===== src/rtl/bram_fifo_ctrl.sv =====
// Valid/ready FIFO controller around a 1R1W block RAM with a registered,
// first-word-fall-through pop stage. The BRAM read register is the output stage.

// Simple dual-port RAM: one write port, one registered read port, optional
// write-to-read bypass when both ports address the same entry in one cycle.
module bram_1r1w #(
   parameter int unsigned ADDR_WIDTH  = 4,
   parameter int unsigned DATA_WIDTH  = 32,
   parameter bit          READ_BYPASS = 1'b1
) (
   input  logic                  clk,
   input  logic                  i_wr_en,
   input  logic [ADDR_WIDTH-1:0] i_wr_addr,
   input  logic [DATA_WIDTH-1:0] i_wr_data,
   input  logic                  i_rd_en,
   input  logic [ADDR_WIDTH-1:0] i_rd_addr,
   output logic [DATA_WIDTH-1:0] o_rd_data
);
   localparam int unsigned DEPTH = 2**ADDR_WIDTH;

   logic [DATA_WIDTH-1:0] r_mem [DEPTH];
   logic [DATA_WIDTH-1:0] r_rd_data;
   logic                  w_bypass;

   assign w_bypass = READ_BYPASS && i_wr_en && (i_wr_addr == i_rd_addr);

   // Storage write and registered read with same-address bypass
   always_ff @(posedge clk) begin
      if (i_wr_en) r_mem[i_wr_addr] <= i_wr_data;
      if (i_rd_en) r_rd_data <= w_bypass ? i_wr_data : r_mem[i_rd_addr];
   end

   assign o_rd_data = r_rd_data;
endmodule

module bram_fifo_ctrl #(
   parameter int unsigned ADDR_WIDTH = 4,
   parameter int unsigned DATA_WIDTH = 32
) (
   input  logic                  clk,
   input  logic                  rst,
   input  logic                  flush,
   input  logic                  push_valid,
   output logic                  push_ready,
   input  logic [DATA_WIDTH-1:0] push_data,
   output logic                  pop_valid,
   input  logic                  pop_ready,
   output logic [DATA_WIDTH-1:0] pop_data,
   output logic [ADDR_WIDTH:0]   count,
   output logic                  full,
   output logic                  empty
);
   localparam int unsigned CW = ADDR_WIDTH + 1;
   localparam logic [ADDR_WIDTH:0] C_DEPTH = CW'(2**ADDR_WIDTH);

   logic [ADDR_WIDTH-1:0] r_wr_ptr;
   logic [ADDR_WIDTH-1:0] r_rd_ptr;
   logic [ADDR_WIDTH:0]   r_count;
   logic                  r_pop_valid;
   logic                  r_full;
   logic                  r_empty;

   logic                  w_push;
   logic                  w_pop;
   logic                  w_clear;
   logic                  w_stored_nz;
   logic                  w_wr_en;
   logic                  w_rd_en;
   logic [ADDR_WIDTH:0]   w_count_nxt;
   logic [DATA_WIDTH-1:0] w_rd_data;

   assign w_clear = rst || flush;
   assign w_push  = push_valid && push_ready;
   assign w_pop   = r_pop_valid && pop_ready;

   // Entries still in the BRAM, i.e. not yet loaded into the output stage
   assign w_stored_nz = (r_count > {{ADDR_WIDTH{1'b0}}, r_pop_valid});

   // A push during flush is dropped; nothing is fetched on a clearing edge
   assign w_wr_en = w_push && !flush;

   // Fetch when the output stage is empty or being vacated and something is
   // available; with nothing stored the read address equals the write address
   // and the RAM bypass returns the word being pushed.
   assign w_rd_en = !w_clear && (!r_pop_valid || w_pop) && (w_stored_nz || w_push);

   // Occupancy after this edge
   always_comb begin
      w_count_nxt = r_count;
      if (w_push && !w_pop)      w_count_nxt = r_count + CW'(1);
      else if (!w_push && w_pop) w_count_nxt = r_count - CW'(1);
   end

   // Pointers, occupancy and status flags
   always_ff @(posedge clk) begin
      if (w_clear) begin
         r_wr_ptr    <= '0;
         r_rd_ptr    <= '0;
         r_count     <= '0;
         r_pop_valid <= 1'b0;
         r_full      <= 1'b0;
         r_empty     <= 1'b1;
      end else begin
         if (w_wr_en) r_wr_ptr <= r_wr_ptr + ADDR_WIDTH'(1);
         if (w_rd_en) r_rd_ptr <= r_rd_ptr + ADDR_WIDTH'(1);
         r_count     <= w_count_nxt;
         r_pop_valid <= (w_count_nxt != '0);
         r_full      <= (w_count_nxt == C_DEPTH);
         r_empty     <= (w_count_nxt == '0);
      end
   end

   bram_1r1w #(
      .ADDR_WIDTH  (ADDR_WIDTH),
      .DATA_WIDTH  (DATA_WIDTH),
      .READ_BYPASS (1'b1)
   ) u_bram (
      .clk       (clk),
      .i_wr_en   (w_wr_en),
      .i_wr_addr (r_wr_ptr),
      .i_wr_data (push_data),
      .i_rd_en   (w_rd_en),
      .i_rd_addr (r_rd_ptr),
      .o_rd_data (w_rd_data)
   );

   assign push_ready = !rst && !r_full;
   assign pop_valid  = r_pop_valid;
   assign pop_data   = w_rd_data;
   assign count      = r_count;
   assign full       = r_full;
   assign empty      = r_empty;
endmodule


===== config.mk =====
export PLATFORM = sky130hd
export DESIGN_NAME = bram_fifo_ctrl
export DESIGN_NICKNAME = d
export VERILOG_FILES = /design/src/rtl/bram_fifo_ctrl.sv
export SDC_FILE = /design/constraint.sdc
export NUM_CORES = 1
export LEC_CHECK = 0
export CAP_MARGIN = 0
export CORE_MARGIN = 1
export CORE_UTILIZATION = 61
export DETAILED_ROUTE_END_ITERATION = 10
export HOLD_SLACK_MARGIN = 0.05
export PLACE_DENSITY_LB_ADDON = 0.08
export SLEW_MARGIN = 0
export SYNTH_ARGS = -nofsm -noshare
export SYNTH_HDL_FRONTEND = slang
export SYNTH_SLANG_ARGS = --single-unit

===== constraint.sdc =====
create_clock -name clk -period 5.7 [get_ports clk]
set_clock_uncertainty 0.1 [all_clocks]
set_input_delay 1.14 -clock clk [delete_from_list [all_inputs] [get_ports clk]]
set_output_delay 1.14 -clock clk [all_outputs]
set_load 0.02 [all_outputs]

==> impl_results.md, run 1 <==
- Met3 usage: 4.44%
- Max Slew Vio Count: 0
- Fraction of layout cells with a size suffix above 1: 25.4%
- Grt met1 use: 39.3%
- Worst IR Drop VDD: about 0.27 mV
- Status: completed
- Gp weighted congestion: between 0.8 and 0.9
- Pre-CTS WS: 1.31 ns
- Synthesis-to-layout area growth: 14.5%
- Port bufs: between 70 and 80
- Die extent in y: about 190 µm
- Vias/cell: between 6 and 7
- WP data arrival: approximately 3.9 ns
- # Post-CTS Setup Buffers: 0
- Cell Pwr Density: 339 mW/mm²
- Highest clock rate: 266 MHz
- Clock Power Share: 42.6%
- # diodes: 0
- Post-DP HPWL: 24400 µm
- Clock Tree Root: clkbuf_16
- # resized after CTS: 0
- Drt wl/cell: roughly 28 µm
- Core footprint: 0.0348 mm²
- Antenna-violating nets left: 0
- Final setup margin: 1.94 ns
- Setup TNS: 0 ns
- Lkg Pwr: 7.78 nW
- All-Layer GR Usage: 25.2%
- EDFF count, synth: 544
- WP data required: ~6 ns
- Combinational share of power: 3.3%
- Fill cells: 2090
- Pint: 6.78 mW
- Worst Tran Pin Value: 1.25 ns
- First-pass GRT wire length: roughly 65000 µm
- Seq cells post-synth: 560
- Vias in the first global route: 10200
- Synth top area cells: edfxtp_1 (75%), mux4_2 (13%), a22oi_1 (2.2%)
- Post-synthesis sequential area ratio: 76.8%
- Tot Pwr: 8.43 mW
- Ys Warns: 0
- Buf/Inv on CP: 2
- Critical path startpoint category: primary input
- Commonest non-fill, non-tap cell in the layout: edfxtp_1
- Worst path cell trace: clkdlybuf4s50_1 -> nor4b_2 -> nand2_1 -> nor2_4 -> buf_4
- Reg power frac: 54.0%
- Number of max-cap violations: 0
- Syn_area_per_cell: 21.8 µm²
- Site row count: about 70
- CP endpoint kind: register
- Worst slew margin: 16.3%
- Largest net degree at the start of global routing: 58
- Starting Density: 62.3%
- Tightest Hold Check Type: register to register
- CTS sink cnt: 560
- Initial DRT Pass Iterations: 5
- Post-synth ARST share: 0%
- Synth Flop Type: edfxtp_1
- Global route total overflow: 0
- DR iter-0 viols: roughly 950
- GR Util met2: 37.8%
- Sw Share: 19.5%
- GRT Max-Usage Layer: met1
- Clock transition at path regs: 0.06 ns
- Final Cell Area: 0.0248 mm²
- Nets: 1140
- Synthesized area: 0.0217 mm²
- Setup Viol. Count Final: 0
- Initial antenna violation count: 0
- CP delay by family, top: simple AND/OR/NAND/NOR gates
- Hold_buf cts: 0
- Worst Setup Path Type: primary input to register
- Synth Instances: 996
- Synth cell types: 47
- Area post-placement: 0.0230 mm²
- Post-synth top area cell: edfxtp_1
- Net Count, Synth: 1041
- Die area: 0.0363 mm²
- Sw power: around 1.6 mW
- IO Pins: 78
- DRT Wirelength: ~44000 µm
- Hold Vio Cnt, Final: 0
- Utilization after layout: 71.4%
- RSZ-0062 raised after global routing: false
- H-tree depth: 2
- Maximum clock insertion buffer count: 3
- Fin crit share: 66.0%
- Commonest non-fill, non-tap cells in the layout: edfxtp_1 (544), mux4_2 (128), clkdlybuf4s50_1 (77), a22oi_1 (64), clkbuf_16 (55)
- Top-area cell type share of the netlist area: 75.3%
- CP max FO: 21
- Worst-skew pair later-pin latency: 0.59 ns
- Die Width: 191 µm
- Worst path slowest cell: nor2_4
- Post-layout min period: about 3.8 ns
- CP peak stage delay: 0.78 ns
- TritonCTS clock tree: yes
- CTS buffer count: 54
- Post-route DRC violation count: 0
- Vias post-DR: 10200
[flip-flops by register name, summed over array words and instances (netlist names)]
| signal | count |
|---|---|
| full | 1 |
| pop_valid | 1 |
| count | 5 |
| r_rd_ptr | 4 |
| u_bram.r_mem | 512 |
| u_bram.o_rd_data | 32 |
| r_wr_ptr | 4 |
| empty | 1 |
[cells by family after synthesis]
family / after synthesis / share of synthesized area (%)
compound gates: 87 / 2.95
flops: 560 / 76.8
buf+inv: 63 / 1.59
mux: 161 / 15.3
fa+ha+maj: 8 / 0.461
simple gates: 107 / 2.47
xor+xnor: 10 / 0.404
[layer usage]
metal / vias up / routed length, µm
li1: 4377 / -
met1: 5382 / 19600
met2: 366 / 20800
met3: 55 / 2870
met4: 0 / 619
met5: - / 0
[cells in the mapped netlist (all sizes together), types with 2 or more instances]
library cell / count
a22oi: 64
dfxtp: 16
nor2b: 2
nor4b: 3
o31ai: 2
inv: 9
a211o: 2
nand3b: 3
or4: 2
nand4: 2
buf: 24
nor4: 2
nand3: 2
a211oi: 3
nand2b: 2
edfxtp: 544
a21oi: 7
nor3: 5
nor4bb: 2
nand2: 45
clkbuf: 30
and3: 2
xnor2: 4
mux4: 128
mux2: 32
ha: 8
o21ai: 3
or3: 4
xor2: 6
nor2: 26
[worst paths after layout]
| path | start | endpoint | slack [ns] | cells after the start |
|---|---|---|---|---|
| max | rst | u_bram.r_mem[4][14] | 1.94 | 5 |
| min reg2reg | r_wr_ptr[1] | r_wr_ptr[1] | 0.46 | 2 |
| max reg2reg | r_rd_ptr[2] | u_bram.o_rd_data[14] | 2.62 | 5 |
| min | r_wr_ptr[1] | r_wr_ptr[1] | 0.46 | 2 |
[per-stage QoR]
stage | cells | hold WS, ns
final | 1593 | 0.462
after global routing | 1593 | 0.497
after CTS | 1593 | 0.473
after detailed placement | 1494 | 0.465
after global placement | 1494 | 0.439
after floorplan | 996 | 0.404
[power groups by stage]
| stage | clock [mW] | combinational (mW) | sequential (mW) |
|---|---|---|---|
| CTS | 3.63 | 0.283 | 4.55 |
| global placement | 0 | 0.276 | 4.64 |
| detailed placement | 0 | 0.282 | 4.64 |
| finish | 3.59 | 0.280 | 4.55 |
| floorplan | 0 | 0.131 | 4.65 |
| global route | 3.80 | 0.301 | 4.55 |
[final cells by class]
| class | instances | area (µm²) | area share, % |
|---|---|---|---|
| Sequential cell | 560 | 16700 | 67.1 |
| Multi-Input combinational cell | 373 | 4830 | 19.5 |
| Clock buffer | 65 | 1410 | 5.69 |
| Timing Repair Buffer | 97 | 946 | 3.81 |
| Tap cell | 455 | 569 | 2.29 |
| Clock inverter | 34 | 372 | 1.50 |
| Inverter | 9 | 33.8 | 0.136 |
[tightest hold or removal path, stage by stage (launching register included)]
cell	delay, ns
dfxtp_1	0.37
nand2_1	0.08
a21oi_1	0.06
(Power assumes the default switching activity.)
==> run 2, diff against run 1 <==
==> constraint.sdc (replaced) <==
create_clock -name clk -period 3.5 [get_ports clk]
set_clock_uncertainty 0.1 [all_clocks]
set_input_delay 0.7 -clock clk [delete_from_list [all_inputs] [get_ports clk]]
set_output_delay 0.7 -clock clk [all_outputs]
set_load 0.02 [all_outputs]
==> impl_results.md, run 2 (synthesis gave the netlist of run 1 again) <==
- Status: completed
- # resized after CTS: 0 (unchanged)
- Commonest non-fill, non-tap cell in the layout: edfxtp_1
- H-tree depth: 2 (unchanged)
- TritonCTS clock tree: yes
- WP data arrival: 2.02 ns (-1.90 ns)
- CP endpoint kind: primary output
- Post-DP HPWL: 24200 µm (-0.80%)
- Cells on Worst Hold Path: 2 (unchanged)
- Max reg flops: 512 (unchanged)
- Tightest Hold Check Type: register to register
- Vias post-DR: 10300 (+0.77%)
- Worst Tran Pin Value: 0.935 ns (-0.317 ns)
- Starting Density: 62.3% (unchanged)
- CP max FO: 9 (-57%)
- RSZ-0062 raised after global routing: false
- Number of max-cap violations: 0 (unchanged)
- # diodes: 0 (unchanged)
- Worst Min Path Start: r_wr_ptr[1]
- Hold_buf cts: 0 (unchanged)
- Post-route DRC violation count: 0 (unchanged)
- Synthesis-to-layout area growth: 15.6%
- Fill cells: 2011 (-3.8%)
- Cell Pwr Density: 529 mW/mm² (+56%)
- Fraction of layout cells with a size suffix above 1: 26.5% (+1.1 points)
- Max Slew Vio Count: 0 (unchanged)
- Setup TNS: 0 ns (unchanged)
- Site row count: 68 (unchanged)
- First-pass GRT wire length: 64900 µm (-0.39%)
- Worst Setup Path Type: primary input to primary output
- FF+latch area: 0.0167 mm² (unchanged)
- Initial antenna violation count: 0 (unchanged)
- Global route total overflow: 0 (unchanged)
- Vias in the first global route: 10600 (+3.1%)
- Hold Vio Cnt, Final: 0 (unchanged)
- Post-layout min period: 2.82 ns
- Reg with most FFs: u_bram.r_mem
- GR Util met2: 40.3% (+2.4 points)
- Die Width: 191 µm (unchanged)
- # Post-CTS Setup Buffers: 0 (unchanged)
- Clock Tree Root: clkbuf_16
- Largest net degree at the start of global routing: 46 (-21%)
- Critical path startpoint category: primary input
- Reg2Reg Depth: 5 (unchanged)
- Area occupied by multi-input gates: 0.00486 mm² (+0.52%)
- Hold-critical path endpoint: r_wr_ptr[1]
- Worst IR Drop VDD: 0.447 mV (+64%)
- Lkg Pwr: 7.87 nW (+1.1%)
- Fin crit share: 80.6%
- FF-to-FF Start: r_rd_ptr[0]
- Pre-CTS WS: 0.427 ns (-0.883 ns)
- Port bufs: 77 (unchanged)
- Vias/cell: 6.35 (-0.61%)
- Nets: 1165 (+2.2%)
- DRT Wirelength: 43000 µm (-2.0%)
- Gp weighted congestion: 0.764 (-6.4%)
- Final setup margin: 0.681 ns (-1.26 ns)
- Die extent in y: 191 µm (unchanged)
- Maximum clock insertion buffer count: 3 (unchanged)
- Highest clock rate: 355 MHz
- RR Endpoint: u_bram.o_rd_data[17]
- WP data required: 2.70 ns (-3.16 ns)
- Met3 usage: 3.13% (-1.3 points)
- Die area: 0.0363 mm² (unchanged)
- All-Layer GR Usage: 24.6% (-0.57 points)
- CTS sink cnt: 560 (unchanged)
- Commonest non-fill, non-tap cells in the layout: edfxtp_1 (544), mux4_2 (128), clkdlybuf4s50_1 (77), a22oi_1 (64), clkbuf_16 (55)
- Reg2reg setup slack: 0.86 ns (-1.76 ns)
- Worst-skew pair later-pin latency: 0.58 ns (about the same)
- DR iter-0 viols: 904 (-4.4%)
- Hold_ws: 0.458 ns (-0.00416 ns)
- Core footprint: 0.0348 mm² (unchanged)
- Clock transition at path regs: 0.06 ns (about the same)
- Setup Viol. Count Final: 0 (unchanged)
- Grt met1 use: 35.0% (-4.3 points)
- GRT Max-Usage Layer: met2
- Worst slew margin: 37.6% (+21 points)
- Initial DRT Pass Iterations: 5 (unchanged)
- Drt wl/cell: 26.6 µm (-3.4%)
- Antenna-violating nets left: 0 (unchanged)
- IO Pins: 78 (unchanged)
- CTS buffer count: 54 (unchanged)
run 2: changes by cell type in the layout (fill, tap and decap cells not counted), moves of 2 or more:
cell | previous run | this run
buf_12 | 2 | 16
buf_4 | 18 | 29
bufinv_16 | 8 | 2
clkinv_1 | 9 | 14
nor3_2 | 4 | 0
nor3_4 | 0 | 4
clkinvlp_4 | 2 | 0
run 2: critical path: stages:
cell,delay [ns]
clkdlybuf4s50_1,0.56
nor2_1,0.15
clkdlybuf4s50_1,0.61
run 2: worst max-delay path by stage:
stage                                      to  from
after global placement    u_bram.r_mem[8][19]   rst
after detailed placement  u_bram.r_mem[8][20]   rst
after global routing               push_ready   rst
after floorplan           u_bram.r_mem[15][0]   rst
after CTS                          push_ready   rst
final                              push_ready   rst
run 2: stage by stage:
| step | util (%) | total power [mW] | area, µm² | instances |
|---|---|---|---|---|
| floorplan | - | 7.79 | 21700 | 996 |
| detailed placement | 67.3 | 8.01 | 23400 | 1519 |
| CTS | 72.0 | 13.4 | 25100 | 1615 |
| global placement | 67.3 | 8.00 | 23400 | 1519 |
| global route | 72.0 | 13.6 | 25100 | 1615 |
| finish | 72.0 | 13.3 | 25100 | 1615 |
run 2: cell type report:
class	count	area share, %
Clock inverter	31	0.839
Timing Repair Buffer	122	5.22
Tap cell	455	2.27
Sequential cell	560	66.5
Clock buffer	65	5.68
Multi-Input combinational cell	373	19.4
Inverter	9	0.135
run 2: per-layer routing:
| metal | wire length, µm | up-vias |
|---|---|---|
| met5 | 0 | - |
| met4 | 1200 | 0 |
| met3 | 2310 | 82 |
| met2 | 21400 | 375 |
| met1 | 18100 | 5371 |
| li1 | - | 4430 |
run 2: power by group:
part           total (mW)  internal (mW)  switching, mW
Sequential           7.41           7.39         0.0208
Clock                5.39           3.03           2.36
Combinational       0.451          0.200          0.251
